<file path="config.mk">
export PLATFORM = sky130hd
export DESIGN_NAME = rs_encoder
export DESIGN_NICKNAME = d
export VERILOG_FILES = /design/src/rtl/rs_gf5_pkg.sv /design/src/rtl/rs_parity_lfsr.sv /design/src/rtl/rs_encoder.sv
export SDC_FILE = /design/constraint.sdc
export NUM_CORES = 1
export LEC_CHECK = 0
export BUFFER_PORTS_ARGS = -buffer_cell sky130_fd_sc_hd__buf_2
export CAP_MARGIN = 15
export CORE_MARGIN = 3
export CORE_UTILIZATION = 40
export CTS_CLUSTER_SIZE = 16
export DETAILED_ROUTE_END_ITERATION = 8
export PLACE_DENSITY_LB_ADDON = 0.1
export SYNTH_ARGS = -nofsm -noshare
export SYNTH_HDL_FRONTEND = slang
export SYNTH_SLANG_ARGS = --single-unit
</file>
<file path="constraint.sdc">
create_clock -name clock -period 1.9 [get_ports clock]
set_input_delay 0.19 -clock clock [delete_from_list [all_inputs] [get_ports clock]]
set_output_delay 0.19 -clock clock [all_outputs]
set_load 0.05 [all_outputs]
</file>
<file path="src/rtl/rs_gf5_pkg.sv">
// GF(2^5) definitions shared by the Reed-Solomon encoder and decoder.
// Field: x^5 + x^2 + 1, alpha = 5'b00010, generator roots alpha^1..alpha^P.
package rs_gf5_pkg;

  localparam int unsigned SYM_W     = 5;
  localparam int unsigned N_DEFAULT = 31;
  localparam int unsigned K_DEFAULT = 23;
  localparam int unsigned P_MAX     = 8;
  localparam int unsigned P_LIM     = 30;

  typedef logic [SYM_W-1:0] sym_t;
  typedef logic [P_LIM-1:0][SYM_W-1:0] gen_t;

  localparam logic [SYM_W:0] PRIM_POLY = 6'b100101;

  // g(x) = prod (x - alpha^i), i = 1..8; index j is the coefficient of x^j (x^8 term is 1)
  localparam logic [P_MAX-1:0][SYM_W-1:0] G_COEF = {
    5'd8, 5'd21, 5'd15, 5'd6, 5'd2, 5'd26, 5'd18, 5'd5
  };

  typedef enum logic {StMsg, StParity} enc_state_e;

  function automatic sym_t gf_xtime(sym_t a);
    sym_t res;
    res = {a[SYM_W-2:0], 1'b0};
    if (a[SYM_W-1]) res = res ^ PRIM_POLY[SYM_W-1:0];
    return res;
  endfunction

  // Parallel form: XOR of c*alpha^i for every set bit i of a; folds to XOR gates for constant c.
  function automatic sym_t gf_mul_const(sym_t a, sym_t c);
    sym_t acc;
    sym_t sh;
    acc = '0;
    sh  = c;
    for (int i = 0; i < SYM_W; i++) begin
      if (a[i]) acc = acc ^ sh;
      sh = gf_xtime(sh);
    end
    return acc;
  endfunction

  // Low P coefficients of the generator; the precomputed table covers the default P.
  function automatic gen_t gen_poly(int unsigned p);
    logic [P_LIM:0][SYM_W-1:0] g;
    gen_t res;
    sym_t root;
    res = '0;
    if (p == P_MAX) begin
      res[P_MAX-1:0] = G_COEF;
    end else begin
      g    = '0;
      g[0] = sym_t'(1);
      root = sym_t'(1);
      for (int unsigned i = 1; i <= p; i++) begin
        root = gf_xtime(root);
        for (int unsigned j = i; j > 0; j--) begin
          g[j] = g[j-1] ^ gf_mul_const(g[j], root);
        end
        g[0] = gf_mul_const(g[0], root);
      end
      res = g[P_LIM-1:0];
    end
    return res;
  endfunction

endpackage

</file>
<file path="src/rtl/rs_parity_lfsr.sv">
// P-stage LFSR dividing the message by g(x); also shifts out the remainder and clears.
module rs_parity_lfsr
  import rs_gf5_pkg::*;
#(
  parameter int unsigned P = 8,
  parameter logic [P-1:0][SYM_W-1:0] GEN = '0
) (
  input  logic             clock,
  input  logic             reset_n,
  input  logic             feed,
  input  logic             shift,
  input  logic             clear,
  input  logic [SYM_W-1:0] din,
  output logic [SYM_W-1:0] msb
);

  logic [P-1:0][SYM_W-1:0] r_q, r_d;
  sym_t fb;

  always_comb begin
    fb  = din ^ r_q[P-1];
    r_d = r_q;
    if (clear) begin
      r_d = '0;
    end else if (feed) begin
      r_d[0] = gf_mul_const(fb, GEN[0]);
      for (int unsigned j = 1; j < P; j++) begin
        r_d[j] = r_q[j-1] ^ gf_mul_const(fb, GEN[j]);
      end
    end else if (shift) begin
      r_d = {r_q[P-2:0], {SYM_W{1'b0}}};
    end
  end

  always_ff @(posedge clock or negedge reset_n) begin
    if (!reset_n) begin
      r_q <= '0;
    end else begin
      r_q <= r_d;
    end
  end

  assign msb = r_q[P-1];

endmodule

</file>
<file path="src/rtl/rs_encoder.sv">
// Systematic RS(N,K) encoder over GF(2^5): forwards K message symbols, then appends
// N-K parity symbols highest degree first, behind a single valid/ready output register.
module rs_encoder
  import rs_gf5_pkg::*;
#(
  parameter int unsigned N = N_DEFAULT,
  parameter int unsigned K = K_DEFAULT
) (
  input  logic             clock,
  input  logic             reset_n,
  input  logic             in_valid,
  input  logic [SYM_W-1:0] in_data,
  output logic             in_ready,
  output logic             out_valid,
  output logic [SYM_W-1:0] out_data,
  output logic             out_last,
  input  logic             out_ready
);

  localparam int unsigned P       = N - K;
  localparam int unsigned CNT_W   = 5;
  localparam gen_t        GEN_ALL = gen_poly(P);

  enc_state_e       state_q, state_d;
  logic [CNT_W-1:0] sym_cnt_q, sym_cnt_d;
  logic             out_valid_q, out_valid_d;
  sym_t             out_data_q, out_data_d;
  logic             out_last_q, out_last_d;

  logic can_load;
  logic accept;
  logic lfsr_feed, lfsr_shift, lfsr_clear;
  sym_t lfsr_msb;

  assign can_load = !out_valid_q || out_ready;
  assign in_ready = (state_q == StMsg) && can_load;
  assign accept   = in_valid && in_ready;

  rs_parity_lfsr #(
    .P   (P),
    .GEN (GEN_ALL[P-1:0])
  ) u_lfsr (
    .clock   (clock),
    .reset_n (reset_n),
    .feed    (lfsr_feed),
    .shift   (lfsr_shift),
    .clear   (lfsr_clear),
    .din     (in_data),
    .msb     (lfsr_msb)
  );

  always_comb begin
    state_d     = state_q;
    sym_cnt_d   = sym_cnt_q;
    out_valid_d = out_valid_q;
    out_data_d  = out_data_q;
    out_last_d  = out_last_q;
    lfsr_feed   = 1'b0;
    lfsr_shift  = 1'b0;
    lfsr_clear  = 1'b0;

    // Drained by downstream; a load below overrides this.
    if (out_valid_q && out_ready) begin
      out_valid_d = 1'b0;
      out_last_d  = 1'b0;
    end

    unique case (state_q)
      StMsg: begin
        if (accept) begin
          out_valid_d = 1'b1;
          out_data_d  = in_data;
          out_last_d  = 1'b0;
          lfsr_feed   = 1'b1;
          if (sym_cnt_q == CNT_W'(K - 1)) begin
            sym_cnt_d = '0;
            state_d   = StParity;
          end else begin
            sym_cnt_d = sym_cnt_q + 1'b1;
          end
        end
      end
      StParity: begin
        if (can_load) begin
          out_valid_d = 1'b1;
          out_data_d  = lfsr_msb;
          lfsr_shift  = 1'b1;
          if (sym_cnt_q == CNT_W'(P - 1)) begin
            out_last_d = 1'b1;
            sym_cnt_d  = '0;
            lfsr_clear = 1'b1;
            state_d    = StMsg;
          end else begin
            out_last_d = 1'b0;
            sym_cnt_d  = sym_cnt_q + 1'b1;
          end
        end
      end
      default: state_d = StMsg;
    endcase
  end

  always_ff @(posedge clock or negedge reset_n) begin
    if (!reset_n) begin
      state_q     <= StMsg;
      sym_cnt_q   <= '0;
      out_valid_q <= 1'b0;
      out_data_q  <= '0;
      out_last_q  <= 1'b0;
    end else begin
      state_q     <= state_d;
      sym_cnt_q   <= sym_cnt_d;
      out_valid_q <= out_valid_d;
      out_data_q  <= out_data_d;
      out_last_q  <= out_last_d;
    end
  end

  assign out_valid = out_valid_q;
  assign out_data  = out_data_q;
  assign out_last  = out_last_q;

endmodule

</file>
==> summary.md <==
| Metric | Value |
|---|---|
| Clk sinks | 53 |
| Via count | about 2,100 |
| Number of synthesis warnings | 0 |
| # hold bufs at CTS | 1 |
| Post-Syn Instances | 291 |
| Maxcap violations | 0 |
| Ys flop type | dfrtp_1 |
| Max-Slew Margin vs Limit | between 60% and 70% |
| Worst Hold Class | input pin to flop |
| CTS clk-pin slew, worst paths | 0.10 ns |
| Antenna cell count | 0 |
| Clock power share | about 11% |
| Number of CTS-inserted buffers | 5 |
| Total die area | around 8400 µm² |
| CTS tree | built |
| Drt pass-1 iters | 4 |
| Clk buf depth | 2 |
| Most frequent cells in the layout | 52 x dfrtp_1, 43 x nand2_1, 35 x xnor2_1 |
| Post-layout nets | about 330 |
| Layout cells sized above 1 | between 10% and 20% |
| Synthesized area | around 2900 µm² |
| CP required | between 2 and 2.5 ns |
| Fin. Hold Viols | 0 |
| Port buffer count | 16 |
| Crit-path max FO | 7 |
| First-pass GRT wire length | approximately 11 mm |
| Reg power frac | between 30% and 40% |
| Final Cell Area | 3364 µm² |
| P_int | 3.472 mW |
| Placed insts | just over 400 |
| Min Tclk post-route | about 1.8 ns |
| Register area share after synthesis | between 40% and 50% |
| Core box area | 6944 µm² |
| RSZ-0062 raised after global routing | false |
| Crit path DAT | slightly below 2 ns |
| Power Dens Cells | approximately 1800 nW/µm² |
| Antenna violations before repair | 0 |
| Initial Util | between 40% and 50% |
| Residual DRC | 0 |
| NetSw | ~2.6 mW |
| Count of pins over their slew limit | 0 |
| Worst Tran Pin Value | about 0.55 ns |
| Fin Hold WS | approximately 0.17 ns |
| Worst setup EP type | flop |
| Critical path class | flop to flop |
| Synth Register Bits | 53 |
| Number of enable flip-flop cells after synthesis | 0 |
| GP Congestion | between 0.7 and 0.8 |
| Area contributors post-synth | dfrtp_1 45%, xnor2_1 10%, nand2_1 5.5%, xnor2_4 3.8%, o21ai_0 3.4% |
| Status | finished, final reports clean |
| Total wire length | ~6.3 mm |
| Vias in the first global route | 2,047 |
| Vias per cell | approximately 5 |
| Mean Syn Cell Area | ~10 µm² |
| Hpwl dp | approximately 4.3 mm |
| Largest net degree at the start of global routing | 55 |
| Fill cells | around 700 |
| Worst IR drop on VDD | 0.4970 mV |
| Final cell count without fillers | approximately 420 |
| CTS resizes | 0 |
| Commonest non-fill, non-tap cell in the layout | dfrtp_1 |
| Syn-to-layout area delta | 15.01% |
| Post-route ant nets | 0 |
| Die height | around 92 µm |
| Count of cell types in the netlist | 38 |
| Fmax | around 0.55 GHz |
| Final period utilization | 95.14% |
| Worst-Skew Late Latency | around 0.30 ns |
| Fin Setup TNS | 0 ns |
| Die W | 91.52 µm |
| CP Launch Type | flop |
| Clk root buf | clkbuf_8 |
| Yosys top cell by area | dfrtp_1 |
| DP Area | approximately 3300 µm² |
| Post-synthesis async set-or-reset flop share | 100.0% |
| First-iteration detailed-routing DRC count | 137 |
| Post-CTS Setup Bufs | 0 |
| Row Count | 30 |
| Clk_skew | slightly above 0.006 ns |
| GRT Total Usage | 16.01% |
| Syn_nets | between 300 and 400 |
| H-tree levels | 2 |
| P_leak | about 1.5 nW |
| Final setup violation count | 0 |
| Yosys top cell area share | a little under half |
| Sw Ratio | between 40 and 50% |
| WL per Instance | around 15 µm |
| Logic pwr share | roughly 55% |
| GRT overflow | 0 |
| I/O pins | 17 |
[flip-flops by register name, indices dropped and copies added (netlist names)]
signal,count
out_last,1
u_lfsr.r_q,35
state_q,1
out_valid,1
sym_cnt_q,5
u_lfsr.msb,5
out_data,5
[worst paths after layout]
check | cells after the start | start | slack [ns] | end
max reg2reg | 5 | u_lfsr.msb[4] | 0.09 | u_lfsr.r_q[23]
min reg2reg | 2 | out_data[0] | 0.48 | out_data[0]
max in group asynchronous | 3 | reset_n | 0.93 | sym_cnt_q[2]
min in group asynchronous | 2 | reset_n | 0.39 | out_data[2]
min | 3 | out_ready | 0.17 | out_last
max | 5 | u_lfsr.msb[4] | 0.09 | u_lfsr.r_q[23]
[critical path, stage by stage, from the launching register on]
cell	delay, ns
dfrtp_1	0.46
xnor2_4	0.40
xnor3_1	0.39
and2_4	0.18
xnor2_1	0.17
o21ai_1	0.08
[metal layers]
metal  vias up  global-route usage (%)  part of all wire, %  routed length [µm]
met5         -                       0                    0                   0
met4         0                   4.648                  1.4                  88
met3         8                   2.734                  2.2                 140
met2        24                   23.68                   45                2810
met1      1038                   23.85                   52                3271
li1       1066                       -                    -                   -
[stage by stage]
step / power [mW] / worst slack [ns] / utilization, %
after CTS: 6.120 / 0.06881 / 48.45
after detailed placement: 5.433 / 0.1025 / 47.06
after global routing: 6.515 / 0.01211 / 48.45
final: 6.045 / 0.09233 / 48.45
after floorplan: 4.514 / 0.01029 / -
after global placement: 5.407 / 0.08669 / 47.06
[power groups by stage]
stage / combinational (mW) / clock (mW) / sequential [mW]
floorplan: 2.33 / 0 / 2.18
global placement: 3.34 / 0 / 2.07
detailed placement: 3.35 / 0 / 2.09
CTS: 3.37 / 0.684 / 2.06
global route: 3.66 / 0.723 / 2.14
finish: 3.33 / 0.659 / 2.06
[synth_stat cells, types with 3 or more instances]
master / count
a21oi_1: 6
dfrtp_1: 53
nand4_1: 5
and4_1: 3
o21ai_0: 20
buf_2: 4
nor3_1: 5
nand2_1: 43
o21ai_1: 19
a21o_1: 5
nand3_1: 13
xor2_1: 4
clkbuf_1: 9
xnor2_4: 4
xnor2_1: 35
or3_1: 8
xnor2_2: 4
mux2i_1: 7
nor2_1: 14
a32oi_1: 5
[area by class of cell]
type / instances / area, µm² / share of cell area, %
inverters: 2 / 7.507 / 0.2231
repair buffers: 36 / 270.3 / 8.033
flip-flops and latches: 53 / 1328 / 39.46
clock buffers: 7 / 86.33 / 2.566
well taps: 96 / 120.1 / 3.570
multi-input cells: 222 / 1553 / 46.15
[cells by family after synthesis]
family	after synthesis	synth area share [%]
and+or+nand+nor	102	17.37
buffers and inverters	16	2.224
adders and majority gates	2	0.8553
muxes	9	3.165
DFF	53	45.34
AOI/OAI and AO/OA	60	11.85
xor gates and xnor gates	49	19.20
Note: power is estimated with default switching activity, not from simulation.
